`src/rtl/exc_ctrl.sv`:
```
// rtl/exc_ctrl.sv - exception/interrupt initiator: CP0 write burst, flush and fetch redirect (optional EXC_TIMER_INT_EN)
module exc_ctrl #(
  parameter int               WIDTH      = 32,
  parameter logic [WIDTH-1:0] EXC_VECTOR = 32'hBFC00380
) (
  input  logic             clk,
  input  logic             rst,
  input  logic             mem_valid,
  input  logic             mem_stall,
  input  logic [WIDTH-1:0] mem_pc,
  input  logic             mem_in_ds,
  input  logic             exc_adel_if,
  input  logic             exc_ri,
  input  logic             exc_ov,
  input  logic             exc_sys,
  input  logic             exc_bp,
  input  logic             exc_adel_ld,
  input  logic             exc_ades,
  input  logic [WIDTH-1:0] mem_data_addr,
  input  logic             mem_eret,
  input  logic [5:0]       hw_int,
  input  logic [WIDTH-1:0] cp0_status,
  input  logic [WIDTH-1:0] cp0_cause,
  input  logic [WIDTH-1:0] cp0_epc_in,
`ifdef EXC_TIMER_INT_EN
  input  logic [WIDTH-1:0] cp0_count,
  input  logic [WIDTH-1:0] cp0_compare,
  input  logic             compare_wr,
`endif
  output logic [WIDTH-1:0] cp0_we,
  output logic [WIDTH-1:0] cp0_epc,
  output logic [WIDTH-1:0] cp0_badvaddr,
  output logic [4:0]       cp0_exccode,
  output logic             cp0_bd,
  output logic             cp0_exl,
  output logic [5:0]       cp0_hw_int,
  output logic             commit_block,
  output logic             flush,
  output logic             redirect_valid,
  output logic [WIDTH-1:0] redirect_pc,
  input  logic             redirect_ready
);

  typedef enum logic [1:0] {
    S_IDLE     = 2'd0,
    S_WRITE    = 2'd1,
    S_REDIRECT = 2'd2
  } state_t;

  localparam logic [4:0] EC_INT  = 5'h00;
  localparam logic [4:0] EC_ADEL = 5'h04;
  localparam logic [4:0] EC_ADES = 5'h05;
  localparam logic [4:0] EC_SYS  = 5'h08;
  localparam logic [4:0] EC_BP   = 5'h09;
  localparam logic [4:0] EC_RI   = 5'h0A;
  localparam logic [4:0] EC_OV   = 5'h0C;

  state_t           state_q, state_d;
  logic [5:0]       hw_int_q;
  logic [5:0]       hw_int_eff;
  logic [WIDTH-1:0] epc_q;
  logic [WIDTH-1:0] badvaddr_q;
  logic [4:0]       exccode_q;
  logic             in_ds_q;
  logic             is_eret_q;
  logic             addr_err_q;
  logic [WIDTH-1:0] target_q;

  logic             int_req;
  logic             any_exc;
  logic             accept;
  logic [4:0]       exccode_d;
  logic             addr_err_d;
  logic             is_eret_d;
  logic [WIDTH-1:0] epc_d;
  logic [WIDTH-1:0] badvaddr_d;

  logic unused_ok;
  assign unused_ok = ^{cp0_status[WIDTH-1:16], cp0_status[7:2],
                       cp0_cause[WIDTH-2:10], cp0_cause[7:0]};

`ifdef EXC_TIMER_INT_EN
  logic timer_pend_q;

  // Timer interrupt pending flag: a Compare write clears it even on a match cycle
  always_ff @(posedge clk) begin
    if (rst) begin
      timer_pend_q <= 1'b0;
    end else if (compare_wr) begin
      timer_pend_q <= 1'b0;
    end else if ((cp0_count == cp0_compare) && (cp0_compare != '0)) begin
      timer_pend_q <= 1'b1;
    end
  end

  assign hw_int_eff = {hw_int_q[5] | timer_pend_q, hw_int_q[4:0]};
`else
  assign hw_int_eff = hw_int_q;
`endif

  assign cp0_hw_int = hw_int_eff;

  // Interrupt request from masked pending lines, only with IE set and EXL clear
  always_comb begin
    int_req = cp0_status[0] & ~cp0_status[1] &
              (|(cp0_status[15:8] & {hw_int_eff, cp0_cause[9:8]}));
    any_exc = exc_adel_if | exc_ri | exc_ov | exc_sys | exc_bp | exc_adel_ld | exc_ades;
    accept  = (state_q == S_IDLE) & mem_valid & ~mem_stall & (int_req | any_exc | mem_eret);
  end

  // Event priority: interrupt first, then the exceptions in pipeline order, ERET last
  always_comb begin
    exccode_d  = EC_INT;
    addr_err_d = 1'b0;
    is_eret_d  = 1'b0;
    if (int_req) begin
      exccode_d = EC_INT;
    end else if (exc_adel_if) begin
      exccode_d  = EC_ADEL;
      addr_err_d = 1'b1;
    end else if (exc_ri) begin
      exccode_d = EC_RI;
    end else if (exc_ov) begin
      exccode_d = EC_OV;
    end else if (exc_sys) begin
      exccode_d = EC_SYS;
    end else if (exc_bp) begin
      exccode_d = EC_BP;
    end else if (exc_adel_ld) begin
      exccode_d  = EC_ADEL;
      addr_err_d = 1'b1;
    end else if (exc_ades) begin
      exccode_d  = EC_ADES;
      addr_err_d = 1'b1;
    end else begin
      is_eret_d = 1'b1;
    end
    epc_d      = mem_in_ds ? (mem_pc - WIDTH'(4)) : mem_pc;
    badvaddr_d = exc_adel_if ? mem_pc : mem_data_addr;
  end

  // State, interrupt sampling, event latching and redirect target capture
  always_ff @(posedge clk) begin
    if (rst) begin
      state_q    <= S_IDLE;
      hw_int_q   <= '0;
      epc_q      <= '0;
      badvaddr_q <= '0;
      exccode_q  <= '0;
      in_ds_q    <= 1'b0;
      is_eret_q  <= 1'b0;
      addr_err_q <= 1'b0;
      target_q   <= '0;
    end else begin
      state_q  <= state_d;
      hw_int_q <= hw_int;
      if (accept) begin
        epc_q      <= epc_d;
        badvaddr_q <= badvaddr_d;
        exccode_q  <= exccode_d;
        in_ds_q    <= mem_in_ds;
        is_eret_q  <= is_eret_d;
        addr_err_q <= addr_err_d;
      end
      if (state_q == S_WRITE) begin
        target_q <= is_eret_q ? cp0_epc_in : EXC_VECTOR;
      end
    end
  end

  // Next state and per-state outputs; everything is quiet in IDLE
  always_comb begin
    state_d        = state_q;
    cp0_we         = '0;
    cp0_epc        = '0;
    cp0_badvaddr   = '0;
    cp0_exccode    = '0;
    cp0_bd         = 1'b0;
    cp0_exl        = 1'b0;
    commit_block   = 1'b0;
    flush          = 1'b0;
    redirect_valid = 1'b0;
    redirect_pc    = '0;
    case (state_q)
      S_IDLE: begin
        if (accept) begin
          state_d = S_WRITE;
        end
      end
      S_WRITE: begin
        commit_block = 1'b1;
        flush        = 1'b1;
        if (is_eret_q) begin
          cp0_we[12] = 1'b1;
          cp0_exl    = 1'b0;
        end else begin
          cp0_we[13]   = 1'b1;
          cp0_we[12]   = 1'b1;
          cp0_exl      = 1'b1;
          cp0_we[14]   = ~cp0_status[1];
          cp0_we[8]    = addr_err_q;
          cp0_bd       = cp0_status[1] ? cp0_cause[WIDTH-1] : in_ds_q;
          cp0_epc      = epc_q;
          cp0_badvaddr = badvaddr_q;
          cp0_exccode  = exccode_q;
        end
        state_d = S_REDIRECT;
      end
      S_REDIRECT: begin
        commit_block   = 1'b1;
        flush          = 1'b1;
        redirect_valid = 1'b1;
        redirect_pc    = target_q;
        if (redirect_ready) begin
          state_d = S_IDLE;
        end
      end
      default: begin
        state_d = S_IDLE;
      end
    endcase
  end

endmodule

```
`config.mk`:
```
export PLATFORM = sky130hd
export DESIGN_NAME = exc_ctrl
export DESIGN_NICKNAME = d
export VERILOG_FILES = /design/src/rtl/exc_ctrl.sv
export SDC_FILE = /design/constraint.sdc
export NUM_CORES = 1
export LEC_CHECK = 0
export CORE_MARGIN = 8
export CORE_UTILIZATION = 40
export CTS_CLUSTER_DIAMETER = 150
export DETAILED_ROUTE_END_ITERATION = 12
export GPL_ROUTABILITY_DRIVEN = 0
export GPL_TIMING_DRIVEN = 0
export PLACE_DENSITY_LB_ADDON = 0.3
export SYNTH_ARGS = -nofsm -noshare
export SYNTH_HDL_FRONTEND = slang
export SYNTH_SLANG_ARGS = --single-unit
export TNS_END_PERCENT = 100
```
`constraint.sdc`:
```
create_clock -name clk -period 3.6 [get_ports clk]
set_input_delay 1.08 -clock clk [delete_from_list [all_inputs] [get_ports clk]]
set_output_delay 1.08 -clock clk [all_outputs]
set_load 0.1 [all_outputs]
```
Word-level counts from Yosys, hierarchy flattened:

Index checks and enable logic that the tools add are counted.

* muxes and demuxes: 48
* eq/ne operators: 4
* reduce and logical (&&, ||, !) cells: 4
* bitwise logic cells: 16
* add/sub/neg operators: 1

Operators by type and width (number)
* $mux W32: 8
* $sub A32 B3 Y32 const B: 1
* $mux W1: 25
* $mux W4: 6
* $mux W5: 2
* $mux W3: 3
* $and A8 B8 Y8: 1
* $or A1 B1 Y1: 8
* $reduce_or A8 Y1: 1
* $mux W2: 3
* $pmux W2 S3: 1
* $and A1 B1 Y1: 5
* $ne A2 B2 Y1 const B: 2
* $eq A2 B1 Y1 const B: 1
* $eq A2 B2 Y1 const B: 1
* $logic_not A2 Y1: 1
* $not A1 Y1: 2
* $reduce_and A2 Y1: 1
* $reduce_or A2 Y1: 1

* output and inout bits: 144
* bits in registers: 112
* word-level logic and storage cells: 82
* input port bits: 180

Logic depth before layout (Yosys ltp):

* word-level depth: 11
* gate-level depth with buffers: 9
* gate-level depth less buffers: 7

Least setup slack after synthesis:

Ideal clock, no wire load.

* kind: reg-to-output
* start point: register state_q[1]
* end point: output cp0_epc[10]
* cell stages (with the launch flop): 8
* path slack: -0.419 ns
* arrival time: 2.939 ns
* path through: dfxtp_1 > inv_1 > ha_1 > clkbuf_1 > nand2b_1 > inv_1 > clkbuf_1 > and2_1

* longest elaborated chain between the ends: 2

Ends and longest elaborated chain
* from (decl): line 58 `state_t state_q, state_d;`
* from (signal assigned): line 155 `state_q <= state_d;`
* $eq A2 B1 Y1: line 184 `case (state_q)`
* $mux W32: line 184
* to (decl): line 31 `output logic [WIDTH-1:0] cp0_epc,`

Every way passes these cells.

Worst setup path after layout:

* start point: register state_q[1]
* end point: output flush

* longest elaborated chain between the ends: 3
* elaborated cells on any way between the ends: 4

Ends and longest elaborated chain
* $eq A2 B1 Y1 / $eq A2 B2 Y1 (equally long branches): line 184
* $reduce_or A2 Y1 (no line) *
* $mux W1 *: line 184
* to (decl): line 38 `output logic flush,`

Mark *: on every way between the ends. The rest lies on a longest branch, timed or not.

==> results.tsv <==
stage	metric	value	unit
layout	Reg area	0.00222	mm2
logic_synthesis	Synth Cell Area	0.00604	mm2
layout	most common cell after layout, fill and taps aside	clkdlybuf4s50_1	
pwr	Pwr Total	4.69	mW
logic_synthesis	number of synthesized flops with an enable pin	0	
sta	fin. max-slew vios	0	
setup_path	Worst Path Required	2.52	ns
detailed_routing	DRC viols	0	
setup_path	CP Launch Type	flip-flop	
grt	Overall Global Routing Usage	0.216	
pwr	clock network power share	0.218	
detailed_routing	First-pass DRT Iterations	5	
logic_synthesis	syn avg cell area	8.58	um2
floorplan	Top Ports	324	
layout	non-filler cells, final	1178	
clock_network	Worst-Skew Late Latency	0.36	ns
detailed_routing	vias per cell	4.91	
flow_run	max-cap check violation count	0	
grt	antenna violations before repair	2	
setup_path	worst path cell trace	inv_1 > ha_1 > buf_4 > clkdlybuf4s50_1	
min_path	hold path startpoint	epc_q[3]	
setup_path	WS Path Type	flip-flop to output pin	
clock_network	CTS Root Cell	clkbuf_16	
clock_network	maximum clock path buffer count	2	
detailed_routing	Starting DRT DRC Count	222	
clock_network	Clock Sinks	111	
detailed_routing	antenna viol nets, final	0	
floorplan	initial core utilization	0.403	
sta	Tmin final	3.45	ns
clock_network	Inserted Clock Buffers	9	
floorplan	die area	0.0193	mm2
place	Placed Cells	1161	
logic_synthesis	cells after synthesis	704	
pwr	Gate power share	0.461	
detailed_routing	via count	5787	
floorplan	Rows	45	
setup_path	crit path DAT	2.37	ns
place	DP Wirelength	16.7	mm
layout	Final nets	1169	
sta	Final Hold Vio Count	0	
sta	Hold WS	0.449	ns
setup_path	CP Launch Point	state_q[1]	
floorplan	DIE WIDTH	139	um
grt	pin count of the biggest net entering global routing	20	
clock_network	Hold-fix buffers, CTS	0	
layout	area delta synth->final	47.2	%
pwr	P_sw	2.14	mW
layout	filler cell count	1422	
pwr	switch share	0.456	
layout	Multi-input gate area	0.00346	mm2
logic_synthesis	Netlist cell types	45	
pwr	peak supply drop	0.295	mV
setup_path	critical path fanouts, max	4	
pwr	PD cells	527	mW/mm2
min_path	worst min-delay path class	flip-flop to flip-flop	
floorplan	DIE HEIGHT	139	um
logic_synthesis	ys flop type	dfxtp_1	
sta	Final Cycle Share	0.959	
clock_network	Reg clk slew, reported paths	0.08	ns
layout	layout cell share with drive strength beyond 1	0.222	
grt	total gr overflow	0	
detailed_routing	Wirelength per Cell	17.9	um
sta	unrepaired setup endpoints after global routing	no	
sta	f_max	0.290	GHz
logic_synthesis	#FFs+latches synth	111	
clock_network	setup bufs post-CTS	0	
logic_synthesis	Synth async-reset ratio	0	
pwr	Reg power frac	0.320	
pwr	Int Power	2.55	mW
sta	Final setup viols	0	
clock_network	H-tree depth	3	
status	status	complete, no violations	
grt	first-pass GRT wire length	33.5	mm
detailed_routing	Total Wirelength	21.1	mm
logic_synthesis	Seq/Total Area, Yosys	0.368	
setup_path	Critical Path Sink Type	output pin	
sta	slew margin rel.	0.328	
logic_synthesis	Ys Warns	0	
grt	vias in the first global route	6005	
sta	Worst Skew	0.0119	ns
pwr	leakage	3.62	nW
setup_path	Slowest-stage cell, CP	clkdlybuf4s50_1	
setup_path	Max stage delay on crit path	1.12	ns
layout	most frequent cells in the layout	136 x clkdlybuf4s50_1, 111 x dfxtp_1, 102 x and2_1, 102 x buf_4, 91 x nor2_1	
place	port bufs	241	
sta	Slew @ Worst Pin	1.01	ns
clock_network	CTS tree	yes	
floorplan	core box area	0.0150	mm2
setup_path	reg2reg start	state_q[1]	
cell families (layout without fill, tap and decap cells):
| group | Yosys count | in the layout | share of synthesized area |
|---|---|---|---|
| XOR/XNOR | 27 | 27 | 0.0391 |
| AO/OA/AOI/OAI | 134 | 134 | 0.179 |
| multiplexers | 34 | 34 | 0.0563 |
| flip-flops | 111 | 111 | 0.368 |
| adder cells (fa/ha/maj) | 5 | 5 | 0.0104 |
| other | 1 | 30 | 0.000621 |
| AND/OR/NAND/NOR | 302 | 302 | 0.269 |
| buffers and inverters | 90 | 347 | 0.0779 |
through the flow:
stage	area [um2]	utilization	setup TNS (ns)	setup WS [ns]
finish	8890	0.594	0	0.146
global route	8890	0.594	0	0.0195
CTS	8950	0.597	0	0.00373
detailed placement	8790	0.587	-59.00	-0.883
global placement	8790	0.587	-56.79	-0.845
floorplan	6150	-	0	0.0833
final cells by class:
| class | count | area share |
|---|---|---|
| clock inverters | 5 | 0.00563 |
| flip-flops and latches | 111 | 0.250 |
| plain buffers | 84 | 0.0515 |
| inverters | 6 | 0.00295 |
| repair buffers | 241 | 0.246 |
| multi-input cells | 531 | 0.389 |
| well taps | 188 | 0.0265 |
| clock buffers | 11 | 0.0284 |
| diodes | 1 | 0.000281 |
layer usage:
| layer | up-vias | wire (um) | track usage |
|---|---|---|---|
| li1 | 2904 | - | - |
| met1 | 2633 | 9010 | 0.256 |
| met2 | 226 | 9740 | 0.361 |
| met3 | 22 | 2040 | 0.0861 |
| met4 | 2 | 256 | 0.0462 |
| met5 | - | 13 | 0 |
flip-flops by register name, indices dropped and copies added, names as in the netlist:
signal	flops
target_q	32
in_ds_q	1
cp0_hw_int	6
epc_q	32
exccode_q	4
badvaddr_q	32
state_q	2
is_eret_q	1
addr_err_q	1
synthesized netlist by cell type, types with 2 or more instances:
cell type  count  area (um2)
a211oi_2      43         538
a21oi_1       46         230
a22oi_1        4        30.0
a311oi_2       2        30.0
a31oi_1        3        18.8
and2_1       102         638
buf_1          3        11.3
buf_2         10        50.1
buf_4         32         240
clkbuf_1      39         146
dfxtp_1      111        2220
ha_1           5        62.6
inv_1          6        22.5
mux2i_1       34         340
nand2_1       22        82.6
nand2b_1       4        25.0
nand3_1        6        30.0
nand4_1        2        12.5
nand4b_1       2        17.5
nor2_1        91         342
nor2b_1       29         181
nor3_1         9        45.0
nor4_1         9        56.3
nor4b_1        2        17.5
o21ai_0       16        80.1
o22ai_1       12        75.1
o311ai_0       2        17.5
or2_2          2        12.5
or3_1          8        50.1
or4_1          8        60.1
xnor2_1       17         149
xor2_1        10        87.6
power by group through the flow:
stage          logic [mW]  registers (mW)  clock network, mW
2_1_floorplan        1.59            1.53                  0
3_3_place_gp         2.17            1.52                  0
3_5_place_dp         2.18            1.53                  0
4_1_cts              2.17            1.50               1.04
5_1_grt              2.29            1.52               1.10
6_report             2.16            1.50               1.02
worst max-delay path: cells and delay by family, from the launching register on:
kind | cells | cell delay, ns
buf+inv | 3 | 1.32
fa+ha+maj | 1 | 0.30
flops | 1 | 0.40
path summary, 6_finish.rpt:
kind / end / slack (ns) / cells past startpoint
min reg2reg: epc_q[3] / 0.45 / 2
max: flush / 0.15 / 4
min: epc_q[3] / 0.45 / 2
max reg2reg: epc_q[10] / 1.12 / 9
timing repair:
| item | 4_1_cts | 5_1_grt |
|---|---|---|
| resized for setup | 511 | 29 |
| pin swaps | 0 | 0 |
| endpoints found under the setup margin | 103 | 80 |
No activity file was read; power rests on OpenSTA's default activity.
